File: config.mk
export PLATFORM = sky130hd
export DESIGN_NAME = pea_result_drain
export DESIGN_NICKNAME = d
export VERILOG_FILES = /design/src/rtl/pea_pkg.sv /design/src/rtl/pea_beat_serializer.sv /design/src/rtl/pea_result_drain.sv
export SDC_FILE = /design/constraint.sdc
export NUM_CORES = 1
export LEC_CHECK = 0
export BUFFER_PORTS_ARGS = -buffer_cell sky130_fd_sc_hd__buf_2
export CORE_ASPECT_RATIO = 0.9
export CORE_UTILIZATION = 48
export CTS_BUF_LIST = sky130_fd_sc_hd__clkbuf_8
export CTS_CLUSTER_DIAMETER = 120
export DETAILED_ROUTE_END_ITERATION = 8
export PLACE_DENSITY_LB_ADDON = 0.25
export SYNTH_ARGS = -nofsm -noshare
export SYNTH_HDL_FRONTEND = slang
export SYNTH_HIERARCHICAL = 1
export SYNTH_SLANG_ARGS = --single-unit
File: constraint.sdc
create_clock -name clk -period 1.9 [get_ports clk]
set_input_delay 0.285 -clock clk [delete_from_list [all_inputs] [get_ports clk]]
set_output_delay 0.285 -clock clk [all_outputs]
set_load 0.03 [all_outputs]
File: src/rtl/pea_pkg.sv
// rtl/pea_pkg.sv - shared types and constants for the PEA result drain
//
// Purpose: drain state encoding, beat-count helper and the packet beat order.
// The packet is packed as {result, status}, so status occupies the low beats
// and result the high beats; beats leave least-significant first.
package pea_pkg;

  typedef enum logic [1:0] {
    ST_IDLE = 2'd0,
    ST_POP  = 2'd1,
    ST_CAP  = 2'd2,
    ST_SEND = 2'd3
  } pea_state_t;

  // Beats per packet: one status word plus one result word.
  function automatic int calc_nbeat(input int width, input int out_w);
    return (2 * width) / out_w;
  endfunction

  // First beat index of each half of the packet.
  localparam int STATUS_BASE_BEAT = 0;

  function automatic int result_base_beat(input int width, input int out_w);
    return width / out_w;
  endfunction

endpackage

File: src/rtl/pea_beat_serializer.sv
// rtl/pea_beat_serializer.sv - load-then-shift-out beat serializer
//
// Purpose: captures one {result, status} packet on i_load and presents it as
// NBEAT beats on a valid/ready stream, least-significant beat first.
// Ports:
//   clk, rst            clock, asynchronous active-high reset
//   i_load              parallel load; starts a new packet at beat 0
//   i_result, i_status  words to capture on i_load
//   i_ready             sink accepts the current beat
//   o_data              current beat
//   o_valid, o_last     beat valid, final beat of packet
//   o_done              final beat accepted this cycle
module pea_beat_serializer
  import pea_pkg::*;
#(
  parameter int WIDTH = 32,
  parameter int OUT_W = 16
) (
  input  logic             clk,
  input  logic             rst,
  input  logic             i_load,
  input  logic [WIDTH-1:0] i_result,
  input  logic [WIDTH-1:0] i_status,
  input  logic             i_ready,
  output logic [OUT_W-1:0] o_data,
  output logic             o_valid,
  output logic             o_last,
  output logic             o_done
);

  localparam int NBEAT = calc_nbeat(WIDTH, OUT_W);
  localparam int BI_W  = (NBEAT > 1) ? $clog2(NBEAT) : 1;

  logic [2*WIDTH-1:0] r_pkt;
  logic [BI_W-1:0]    r_beat;
  logic               r_valid;
  logic               w_accept;
  logic               w_last;

  assign w_accept = r_valid & i_ready;
  assign w_last   = r_valid && (r_beat == BI_W'(NBEAT - 1));

  always_ff @(posedge clk or posedge rst) begin
    if (rst) begin
      r_pkt   <= '0;
      r_beat  <= '0;
      r_valid <= 1'b0;
    end else if (i_load) begin
      r_pkt   <= {i_result, i_status};
      r_beat  <= '0;
      r_valid <= 1'b1;
    end else if (w_accept) begin
      if (w_last) begin
        r_valid <= 1'b0;
        r_beat  <= '0;
      end else begin
        r_beat <= r_beat + 1'b1;
      end
    end
  end

  // Data and last come only from registers, so they hold during a stall.
  assign o_data  = r_pkt[int'(r_beat) * OUT_W +: OUT_W];
  assign o_valid = r_valid;
  assign o_last  = w_last;
  assign o_done  = w_accept & w_last;

endmodule

File: src/rtl/pea_result_drain.sv
// rtl/pea_result_drain.sv - drains result/status FIFOs into a packet stream
//
// Purpose: pops one result and one status word together and sends them as
// one NBEAT-beat packet on a valid/ready stream; counts completed packets.
// Ports:
//   clk, rst                   clock, asynchronous active-high reset
//   en                         allows a new packet to start
//   result_pop, status_pop     FIFO populations
//   result_data, status_data   FIFO read data, valid the cycle after the pop
//   rd_en_result, rd_en_status joint one-cycle pop strobes
//   out_data/out_valid/out_ready/out_last  packet stream
//   pkt_count                  completed packets, wrapping
//   busy                       FSM not idle
module pea_result_drain
  import pea_pkg::*;
#(
  parameter int WIDTH = 32,
  parameter int OUT_W = 16,
  parameter int POP_W = 5,
  parameter int CNT_W = 16
) (
  input  logic             clk,
  input  logic             rst,
  input  logic             en,
  input  logic [POP_W-1:0] result_pop,
  input  logic [POP_W-1:0] status_pop,
  input  logic [WIDTH-1:0] result_data,
  input  logic [WIDTH-1:0] status_data,
  output logic             rd_en_result,
  output logic             rd_en_status,
  output logic [OUT_W-1:0] out_data,
  output logic             out_valid,
  input  logic             out_ready,
  output logic             out_last,
  output logic [CNT_W-1:0] pkt_count,
  output logic             busy
);

  pea_state_t       r_state;
  pea_state_t       w_next;
  logic             w_done;
  logic [CNT_W-1:0] r_pkt_count;

  always_ff @(posedge clk or posedge rst) begin
    if (rst) begin
      r_state <= ST_IDLE;
    end else begin
      r_state <= w_next;
    end
  end

  // Population is looked at only in IDLE, by which time the previous pop has
  // already been reflected, so an emptied FIFO is never popped again.
  always_comb begin
    w_next = r_state;
    case (r_state)
      ST_IDLE: if (en && (result_pop != '0) && (status_pop != '0)) w_next = ST_POP;
      ST_POP:  w_next = ST_CAP;
      ST_CAP:  w_next = ST_SEND;
      ST_SEND: if (w_done) w_next = ST_IDLE;
      default: w_next = ST_IDLE;
    endcase
  end

  // Both strobes decode from the same state, so they can never separate.
  assign rd_en_result = (r_state == ST_POP);
  assign rd_en_status = (r_state == ST_POP);
  assign busy         = (r_state != ST_IDLE);

  pea_beat_serializer #(
    .WIDTH (WIDTH),
    .OUT_W (OUT_W)
  ) u_ser (
    .clk      (clk),
    .rst      (rst),
    .i_load   (r_state == ST_CAP),
    .i_result (result_data),
    .i_status (status_data),
    .i_ready  (out_ready),
    .o_data   (out_data),
    .o_valid  (out_valid),
    .o_last   (out_last),
    .o_done   (w_done)
  );

  always_ff @(posedge clk or posedge rst) begin
    if (rst) begin
      r_pkt_count <= '0;
    end else if (w_done) begin
      r_pkt_count <= r_pkt_count + 1'b1;
    end
  end

  assign pkt_count = r_pkt_count;

endmodule

==> impl_results.md, run 1 <==
* Via count at 2559
* Finished Core Util at 63.71%
* Biggest area consumer among synthesized cells: dfrtp_1
* HP Class: primary input to asynchronous set/reset pin
* Clock-pin transition on the worst setup and hold timing paths at approximately 90 ps
* Clock tree root driver cell: clkbuf_8
* Final instance area at 4926 sq um
* NetSw at 3049 uW
* Count leader, synth: dfrtp_1
* Initial Util at 50.70%
* Clock share of power at 14.7%
* Initial drt markers at 103
* CP Buf/Inv Count at 2
* Crit path DAT at 1630 ps
* Hold Fails Final Rpt at 0
* Comb power frac at 49.5%
* All-Layer GR Usage at 19.33%
* CP startpoint: u_ser/r_beat[1]$_DFFE_PP0P_
* Non-Filler Instances at 482
* Final net count at 466
* Cells after DPL at 463
* Max incr delay on CP at approximately 520 ps
* Share of layout cells above drive strength 1 at 60.88%
* Global route overflow at 0
* Prevailing post-synth register cell: dfrtp_1
* Die width at slightly below 100 microns
* Die Ht at 87.73 microns
* GR peak layer: met2
* Port Buffer Count at 114
* Worst path slowest cell: mux4_2
* Rows at 30
* Largest net degree at the start of global routing at 68
* Final min period at 1914 ps
* RSZ-0062 raised after global routing: true
* Area growth from synthesis to layout at 25.66%
* Post-synth EDFFs at 0
* Syn Nets at ~340
* Antenna-violating nets left at 0
* R2R depth at 8
* Sequential area share after synthesis at 54.26%
* Post-CTS Hold Fix Bufs at 0
* First-pass GRT wire length at between 10000 and 15000 microns
* Worst skew pair latency at ~350 ps
* Total clock buffers created by CTS at 9
* Area contributors post-synth: dfrtp_1 (54%), mux2_2 (19%), mux4_1 (7.4%)
* Place WS at 161.9 ps
* Crit Path Max Fanout at 8
* Met1 Usage GRT at 24.08%
* IO Pins at 115
* Sinks on the clock net at 85
* Startpoint types: flop
* Top delay family on crit path: multiplexers
* Crit-path cells: buf_8, mux4_2, buf_6
* Max rail drop VDD at between 0.9 and 1 mV
* Cell Int Power at around 5500 uW
* Reg2reg end: pkt_count[11]$_DFFE_PP0P_
* Ys async rst share at 100.0%
* Final setup margin at -14.35 ps
* Max-cap check violation count at 0
* Fillers at 626
* Cell Pwr Density at 1733 nW/um^2
* Final slew viol count at 0
* FMAX at 522.4 MHz
* Initial antenna violation count at 0
* N_diodes at 0
* CP Capture Type: primary output
* Via density at 5.309
* CTS tree: yes
* Final hold slack at 30.48 ps
* Wire per inst at between 15 and 20 microns
* Final Wtd Congestion at roughly 0.85
* Switching Fraction at between 30% and 40%
* DP Area at 4613 sq um
* Violated checks: setup timing
* Post-Route WL at about 7600 microns
* Top cells by count, synth: dfrtp_1 (85), mux2_2 (66), mux4_1 (11), xnor2_1 (11), nand2_1 (8)
* Reg2reg start: u_ser/r_beat[0]$_DFFE_PP0P_
* Synth warnings at 6
* GR Util met2 at approximately a third
* Mean post-synth cell area at 15.25 sq um
* Max-slew headroom at a little over half
* DPL Wire Length at 5274 microns
* Met3 global-route usage at under 10%
* Leakage power total at 0.002277 uW
* Vias in the first global route at 2699
* Mapped cell area at 3920 sq um
* Yosys top cell area share at 54.26%
* Critical setup path kind: flop to primary output
* Mapped Cells at 257
* Worst-Margin Slew at 677.6 ps
* Outcome: finished, violations left
* DRC Markers at 0
* Period utilisation layout at 100.8%
* DR pass1 iterations at 4
* DIE AREA at 8533 sq um
* Sequential share of power at 35.8%
* Clock Path Buffers at 2
* CP Data Required Time at 1620 ps
* Skew final at 7.272 ps
* Flop-to-flop setup slack at 90 ps
* H-Tree Depth at 3
* Final setup violation count at 11
* Synth Register Bits at 85
* Post-synthesis cell type count at 35
* Core Region at around 7700 sq um
power groups by stage:
stage | Sequential, uW | Clock [uW] | Combinational (uW)
finish | 3060 | 1260 | 4230
global route | 3160 | 1370 | 4530
CTS | 3050 | 1300 | 4280
detailed placement | 3040 | 0 | 3730
global placement | 3000 | 0 | 3640
floorplan | 2960 | 0 | 2960
worst register-to-register path: stages (launching register included):
cell and delay (ps):
dfrtp_1 400, buf_4 130, ha_1 200, and3_4 240
nand4_2 140, nor3_1 210, buf_4 150, nand4_1 110
xnor2_1 140
worst max path at each step:
stage | endpoint | cells past startpoint
finish | out_data[11] | 3
global route | out_data[11] | 3
CTS | out_data[11] | 3
detailed placement | pkt_count[11]$_DFFE_PP0P_ | 7
global placement | pkt_count[11]$_DFFE_PP0P_ | 7
floorplan | pkt_count[11]$_DFFE_PP0P_ | 6
metal layers:
metal  vias up  routed length (microns)
met3        14                      533
li1       1177                        -
met2        86                     3733
met4         0                      125
met5         -                        0
met1      1282                     3177
cells by family after synthesis:
family / synth area share [%]
flops: 54.26
compound gates: 2.171
simple gates: 5.490
buf+inv: 3.032
fa+ha+maj: 2.234
mux: 29.46
xor+xnor: 3.351
registers in the layout, summed over array words and instances (netlist names):
signal / count
pkt_count: 16
u_ser/r_pkt: 64
u_ser/o_valid: 1
r_state: 2
u_ser/r_beat: 2
stage by stage:
step	power, uW	setup TNS (ps)
floorplan	5927	0
global placement	6641	0
detailed placement	6769	0
CTS	8635	-439.7
global route	9060	-1233
finish	8537	-79.26
cells in the final DEF, fill, tap and decap left out, drive strengths merged, types with 4 or more instances in the layout:
cell and n:
nor2 5, mux2 66, nand3 7, ha 7
dfrtp 85, nand4 4, xor2 4, nor3 5
clkinv 4, buf 126, mux4 16, xnor2 11
inv 6, clkbuf 9, nand2 8
area by class of cell:
type / instances / area [sq um] / share of cell area (%)
clock buffer: 9 / 123.9 / 2.515
sequential: 85 / 2127 / 43.18
inverter: 6 / 26.28 / 0.5334
timing repair buffer: 126 / 809.5 / 16.43
tap: 96 / 120.1 / 2.438
clock inverter: 7 / 73.82 / 1.499
multi-input combinational: 153 / 1645 / 33.40
repair_timing:
action                                  in CTS  in global routing
endpoints found under the setup margin      16                 23
resized for setup                           49                  3
buffers inserted                             4                  0
pin swaps                                    0                  0
Note: power is estimated with default switching activity, not from simulation.
==> inputs of run 2 (changes only) <==
- MAX_ROUTING_LAYER: default -> met4
==> run 2 against run 1 <==
  * The flow still finishes with violations (setup timing)
  * Die area unchanged
  * Highest routed layer unchanged
  * Critical endpoint unchanged
  * Critical path type unchanged
  * Non-clock buffer count unchanged
  * Power about the same
==> impl_results.md, run 2 (same netlist as run 1, synthesis figures left out) <==
* Max-cap check violation count at 0
* First-pass GRT wire length at between 10000 and 15000 microns
* Final setup violation count at 12
* DIE AREA at 8533 sq um
* CTS tree: yes
* RSZ-0062 raised after global routing: true
* Area growth from synthesis to layout at 25.66%
* Period utilisation layout at 100.9%
* Antenna-violating nets left at 0
* Skew final at 6.966 ps
* IO Pins at 115
* DRC Markers at 0
* Flop-to-flop setup slack at 90 ps
* Initial antenna violation count at 0
* Reg2reg end: pkt_count[11]$_DFFE_PP0P_
* Worst path slowest cell: mux4_2
* Non-Filler Instances at 482
* All-Layer GR Usage at 20.03%
* Die Ht at 87.73 microns
* Cells after DPL at 463
* Final setup margin at -17.51 ps
* Final net count at 466
* Final Wtd Congestion at 0.8643
* Initial Util at 50.70%
* Max rail drop VDD at 0.9340 mV
* Final hold slack at 32.03 ps
* Clock Path Buffers at 2
* Commonest non-fill, non-tap cell in the layout: buf_2
* Cell Pwr Density at between 1500 and 2000 nW/um^2
* CP Capture Type: primary output
* DPL Wire Length at between 5000 and 6000 microns
* N_diodes at 0
* Leakage power total at 0.002277 uW
* Critical setup path kind: flop to primary output
* Port Buffer Count at 114
* Share of layout cells above drive strength 1 at 60.88%
* Worst-Margin Slew at 677.6 ps
* Reg2reg start: u_ser/r_beat[0]$_DFFE_PP0P_
* Final slew viol count at 0
* Largest Register: u_ser/r_pkt
* Clock-pin transition on the worst setup and hold timing paths at 90 ps
* Vias in the first global route at 2694
* CP Data Required Time at 1620 ps
* Global route overflow at 0
* H-Tree Depth at 3
* Startpoint types: flop
* FMAX at 521.5 MHz
* Core Region at 7732 sq um
* Crit Path Max Fanout at 8
* Via count at 2548
* Max incr delay on CP at 520 ps
* Worst skew pair latency at ~350 ps
* Total clock buffers created by CTS at 9
* Via density at 5.286
* Max-slew headroom at around 55%
* Wire per inst at 15.77 microns
* Post-Route WL at 7600 microns
* Crit-path cells: buf_8, mux4_2, buf_6
* Rows at 30
* Clock tree root driver cell: clkbuf_8
* R2R depth at 8
* Initial drt markers at 88
* Die width at 97.26 microns
* Outcome: finished, violations left
* Hold Fails Final Rpt at 0
* Crit path DAT at between 1500 and 2000 ps
* HP Class: primary input to asynchronous set/reset pin
* Max reg flops at 64
* Violated checks: setup timing
* Sinks on the clock net at 85
* Largest net degree at the start of global routing at 68
* DR pass1 iterations at 4
* Final min period at about 1900 ps
* Commonest non-fill, non-tap cells in the layout: buf_2 (98), dfrtp_1 (85), mux2_2 (66), buf_6 (17), mux4_2 (16)
## run 2: worst max path at each step
| stage | from | end | slack (ps) | cells after the start |
|---|---|---|---|---|
| after floorplan | u_ser/o_valid$_DFFE_PP0P_ | pkt_count[11]$_DFFE_PP0P_ | 70 | 6 |
| after global placement | u_ser/r_beat[1]$_DFFE_PP0P_ | pkt_count[11]$_DFFE_PP0P_ | 230 | 7 |
| after detailed placement | u_ser/r_beat[1]$_DFFE_PP0P_ | pkt_count[11]$_DFFE_PP0P_ | 160 | 7 |
| after CTS | u_ser/r_beat[1]$_DFFE_PP0P_ | out_data[11] | -50 | 3 |
| after global routing | u_ser/r_beat[1]$_DFFE_PP0P_ | out_data[11] | -100 | 3 |
| final | u_ser/r_beat[1]$_DFFE_PP0P_ | out_data[11] | -20 | 3 |
## run 2: per-layer routing
metal	global-route usage [%]	share of wire, %
met3	5.906	6.3
met4	6.952	1.5
met1	24.82	43
met2	31.82	49
met5	-	0
## run 2: power breakdown
| part | internal (uW) | leakage, uW | switching, uW | total (uW) |
|---|---|---|---|---|
| Combinational | 2280 | 0.00115 | 1950 | 4230 |
| Clock | 611 | 0.0000996 | 647 | 1260 |
| Sequential | 2600 | 0.00102 | 454 | 3050 |
## run 2: through the flow
stage,utilization (%),TNS [ps],power [uW],area [sq um],setup WS [ps]
final,63.71,-92.66,8541,4926,-17.51
after global routing,63.71,-1274,9062,4926,-101.7
after CTS,63.58,-439.7,8635,4916,-51.69
after detailed placement,59.66,0,6769,4613,161.9
after global placement,59.66,0,6641,4613,231.0
after floorplan,-,0,5927,3924,68.92
## run 2: layout make-up
type | count | area (sq um)
multi-input combinational | 153 | 1645
fill | 626 | 2806
inverter | 6 | 26.28
clock inverter | 7 | 73.82
clock buffer | 9 | 123.9
tap | 96 | 120.1
sequential | 85 | 2127
timing repair buffer | 126 | 809.5
## run 2: critical path: cells and delay by family (launching register included)
family                 cells  cell delay [ps]
muxes                      1              520
DFF                        1              430
buffers and inverters      2              340
## run 2: timing repair
item,4_1_cts,5_1_grt
hold buffers,0,0
hold endpoints to repair,0,0
endpoints found under the setup margin,16,23
pin swaps,0,0
buffers inserted,4,0
resized for setup,49,3
